--- src/rtl/stride_updown_counter.sv ---
// Up/down counter over the sequence BASE + idx*STEP, idx in [0, NSTEPS-1], with wrap/saturate ends.
// Optional feature: define STRIDE_CNT_SAT_EN to honour the `sat` input; otherwise the counter always wraps.
module stride_updown_counter #(
    parameter int WIDTH  = 4,
    parameter int BASE   = 1,
    parameter int STEP   = 2,
    parameter int NSTEPS = 8,
    localparam int IW    = ($clog2(NSTEPS) > 1) ? $clog2(NSTEPS) : 1
) (
    input  logic          clk,
    input  logic          reset,
    input  logic          en,
    input  logic          up,
    input  logic          sat,
    input  logic          load,
    input  logic [IW-1:0] load_idx,
    output logic [WIDTH-1:0] count,
    output logic [IW-1:0] idx,
    output logic          at_end,
    output logic          wrapped
);

    localparam longint MAX_VAL = longint'(BASE) + longint'(NSTEPS - 1) * longint'(STEP);
    localparam logic [IW:0] LAST_EXT = (IW + 1)'(NSTEPS - 1);

    if (STEP < 1 || NSTEPS < 2 || MAX_VAL >= (longint'(1) << WIDTH)) begin : g_param_check
        $fatal(1, "stride_updown_counter: illegal STEP/NSTEPS/BASE/WIDTH combination");
    end

    logic [IW-1:0]    idx_q, idx_d;
    logic [WIDTH-1:0] count_q, count_d;
    logic             wrapped_q, wrapped_d;
    logic             sat_mode;
    logic [IW:0]      idx_ext;
    logic [IW:0]      load_ext;

`ifdef STRIDE_CNT_SAT_EN
    assign sat_mode = sat;
`else
    logic unused_sat;
    assign unused_sat = sat;
    assign sat_mode   = 1'b0;
`endif

    assign idx_ext  = {1'b0, idx_q};
    assign load_ext = {1'b0, load_idx};
    assign at_end   = up ? (idx_ext == LAST_EXT) : (idx_ext == '0);

    // NOTE: defaults first so every path assigns every output and no latch is inferred.
    always_comb begin
        idx_d     = idx_q;
        wrapped_d = 1'b0;
        if (load) begin
            idx_d = (load_ext > LAST_EXT) ? IW'(LAST_EXT) : load_idx;
        end else if (en) begin
            if (!at_end) begin
                idx_d = up ? IW'(idx_ext + 1'b1) : IW'(idx_ext - 1'b1);
            end else if (!sat_mode) begin
                idx_d     = up ? '0 : IW'(LAST_EXT);
                wrapped_d = 1'b1;
            end
        end
    end

    // count follows the next index so it lands on the same edge as idx
    assign count_d = WIDTH'(longint'(BASE) + longint'(idx_d) * longint'(STEP));

    // NOTE: sequential state uses non-blocking assignments so all registers update together.
    always_ff @(posedge clk or negedge reset) begin
        if (!reset) begin
            idx_q     <= '0;
            count_q   <= WIDTH'(BASE);
            wrapped_q <= 1'b0;
        end else begin
            idx_q     <= idx_d;
            count_q   <= count_d;
            wrapped_q <= wrapped_d;
        end
    end

    assign idx     = idx_q;
    assign count   = count_q;
    assign wrapped = wrapped_q;

endmodule

--- config.mk ---
export PLATFORM = sky130hd
export DESIGN_NAME = stride_updown_counter
export DESIGN_NICKNAME = d
export VERILOG_FILES = /design/src/rtl/stride_updown_counter.sv
export SDC_FILE = /design/constraint.sdc
export NUM_CORES = 1
export LEC_CHECK = 0
export CAP_MARGIN = 20
export CORE_AREA = 2 2 39 41
export DETAILED_ROUTE_END_ITERATION = 10
export DIE_AREA = 0 0 41 43
export PLACE_DENSITY_LB_ADDON = 0.08
export SYNTH_ARGS = -nofsm -noshare
export SYNTH_HDL_FRONTEND = slang
export SYNTH_SLANG_ARGS = --single-unit
--- constraint.sdc ---
create_clock -name clk -period 4 [get_ports clk]
set_input_delay 0.8 -clock clk [delete_from_list [all_inputs] [get_ports clk]]
set_output_delay 0.8 -clock clk [all_outputs]
set_load 0.1 [all_outputs]
==> flow_summary.ini <==
[status]
outcome = complete, no violations

[floorplan]
core_footprint_mm2 = 0.00138
die_w_um = 41
top_level_ports = 18
design.die.area_mm2 = 0.00176
y_dimension_of_the_die_um = 43
placementRows = 14
floorplan.initialDensity_pct = 23.7

[clock_network]
cts_made_buffers = 3
hold_buffer_count_at_cts = 0
cts.sink_count = 4
cts.root.buffer_cell = clkbuf_4
ctsLongestPathBuffers = 2
post_cts.resized_instances = 0
tritoncts = built
setup_fix_bufs_post_cts = 0
clock_latency_ns = 0.23
h-tree-depth = 1
worst_setup_hold_path_clk_slew_ns = 0.04

[worst_setup_path]
timing.critical_path.slowest_stage_cell = clkdlybuf4s50_1
startpoint_class_of_the_critical_path = primary input
crit_type = in -> out
largest_fanout_on_the_critical_path = 7
worst_setup_path_startpoint = up
worst_setup_path_end_kind = output pin
setup.reg_to_reg.worst_slack_ns = 2.45
timing.rr.end = count[3]$_DFFE_PN0P_
path_cells = clkdlybuf4s50_1 > or3_4 > o21ai_2 > buf_4
worstRegToRegCells = 5
critical_path.max_stage_delay_ns = 0.53
cp_data_required_time_ns = 3.20
regToRegStartpoint = count[1]$_DFFE_PN0P_
worst-endpoint-arrival_ns = 2.14
critical_path.endpoint = at_end

[placement]
dp_hpwl_um = 520
count_of_input_and_output_buffers = 15
routabilityCongestion = 0.758

[synthesis]
synth_cells = 36
post_synth_edffs = 0
dominantRegCellSynth = dfrtp_1
yosysWarningCount = 0
synth_top_area_cell = dfrtp_1
synth.yosys.seq_area_share_pct = 30.5
synthDominantCellAreaShare_pct = 30.5
synth_area_per_cell_um2 = 9.11
mappedNetlistNets = 46
yosys_register_bits = 4
combined_area_of_all_synthesized_cells_um2 = 328
synth_common_cells = buf_4 (4), dfrtp_1 (4), a21oi_1 (3)
synth_cell_types = 23
synth-async-reset-ratio_pct = 100
ys_top_cells_by_area = dfrtp_1 (31%), buf_4 (9.2%), fa_1 (6.1%)

[global_route]
antenna_found_initial = 0
grt_overflow = 0
grt.total_usage_pct = 9.56
grt_max_degree = 10
first_global_vias = 270
grt_pass1_wl_um = 1130

[min_path]
worstHoldPathType = in -> async

[layout]
antennaDiodeCount = 0
layout-drive-gt1-share_pct = 16.0
finish.net_count = 62
area.growth.synth_to_final_pct = 48.9

[timing]
fin_setup_tns_ns = 0
finalHoldViolations = 0
slew_headroom_pct = 35.6
min_period_over_period_pct = 73.6
setup_repair_after_global_routing_missed_its_margin = false
holdWs_ns = 0.769
period_minus_slack_ns = 2.94
fmax_ghz = 0.340
tightest_slew_ns = 0.963
finalMaxSlewViolations = 0
max_clock_skew_ns = 0.00107
finalSetupViolCount = 0

[detailed_routing]
post_drt_wl_per_cell_um = 10.2
vias = 290
via_per_inst = 4.39
drt_pass1_iterations = 2
drt_first_iter_violations = 3
drt.antenna.violating_nets = 0
detail_route.wirelength_um = 672
detail_route.drc_violations = 0

[job]
max-cap-violations = 0

[pwr]
p_leak_nw = 0.203
power.density_mw_per_mm2 = 502
power.ir.vdd_worst_v = 0.000116
==> cells by family (layout without fill, tap and decap cells) <==
kind of cell               after synthesis  after routing  synth area share, %
and+or+nand+nor                         12             12                 24.8
AOI/OAI and AO/OA                       10             10                 20.6
buffers and inverters                    6             20                 11.5
DFF                                      4              4                 30.5
xor gates and xnor gates                 2              2                 5.34
adders and majority gates                1              1                 6.11
other                                    1              1                 1.14
==> power breakdown <==
part           total, mW  leakage, nW  internal, mW  switching [mW]
clock network     0.0483       0.0138        0.0335          0.0149
logic              0.141        0.140        0.0400           0.101
registers         0.0560       0.0501        0.0452          0.0108
==> worst min-delay path by stage <==
stage | startpoint | end | slack [ns] | cells after the start
floorplan | reset | count[1]$_DFFE_PN0P_ | 0.50 | 0
global placement | count[1]$_DFFE_PN0P_ | count[1]$_DFFE_PN0P_ | 0.77 | 2
detailed placement | count[1]$_DFFE_PN0P_ | count[1]$_DFFE_PN0P_ | 0.79 | 2
CTS | reset | wrapped$_DFF_PN0_ | 0.77 | 1
global route | reset | count[3]$_DFFE_PN0P_ | 0.78 | 1
finish | reset | count[3]$_DFFE_PN0P_ | 0.77 | 1
==> worst max-delay path, delay by kind of cell <==
family / cells / cell delay [ns]
AND/OR/NAND/NOR: 1 / 0.38
AO/OA/AOI/OAI: 1 / 0.13
buffers and inverters: 2 / 0.83
==> flip-flops by register name (all words and copies together), names as in the netlist <==
name / flops
count: 3
wrapped: 1
==> metrics by stage <==
stage	cells	cell area [µm²]	setup WS [ns]	power, mW	utilization [%]
5_1_grt	66	488	0.986	0.260	35.3
3_3_place_gp	63	465	1.06	0.198	33.6
4_1_cts	66	488	1.05	0.248	35.3
3_5_place_dp	63	465	1.05	0.199	33.6
2_1_floorplan	36	328	1.02	0.170	-
6_report	66	488	1.06	0.245	35.3
==> cell usage in the layout (no fill, tap or decap) <==
cell type	synthesis	routed
a21boi_0	1	1
a21oi_1	3	3
a22oi_1	1	1
a31oi_1	1	1
and2b_1	1	1
buf_4	4	1
clkbuf_4	0	3
clkdlybuf4s50_1	0	14
conb_1	1	1
dfrtp_1	4	4
fa_1	1	1
inv_1	2	2
nand2_1	2	2
nand2b_1	1	1
nand3_1	2	2
nand4_1	1	1
nor2_1	1	1
nor2b_4	1	1
nor3b_1	2	2
o21ai_0	2	2
o21ai_2	1	1
o31ai_2	1	1
or3_4	1	1
xnor2_1	1	1
xor2_1	1	1
==> routing by layer <==
layer  wire, µm  up-vias  GRT usage [%]
li1           -      151              -
met1        323      126           13.3
met2        296       13           13.1
met3         51        0           1.57
met4          0        0           6.00
met5          0        -              0
==> cell type report <==
type	count	area [µm²]
tap	16	20.0
sequential	4	100
inverter	2	7.51
clock buffer	3	22.5
timing repair buffer	15	148
multi-input combinational	26	190
fill	145	896
No activity file was read; power rests on OpenSTA's default activity.
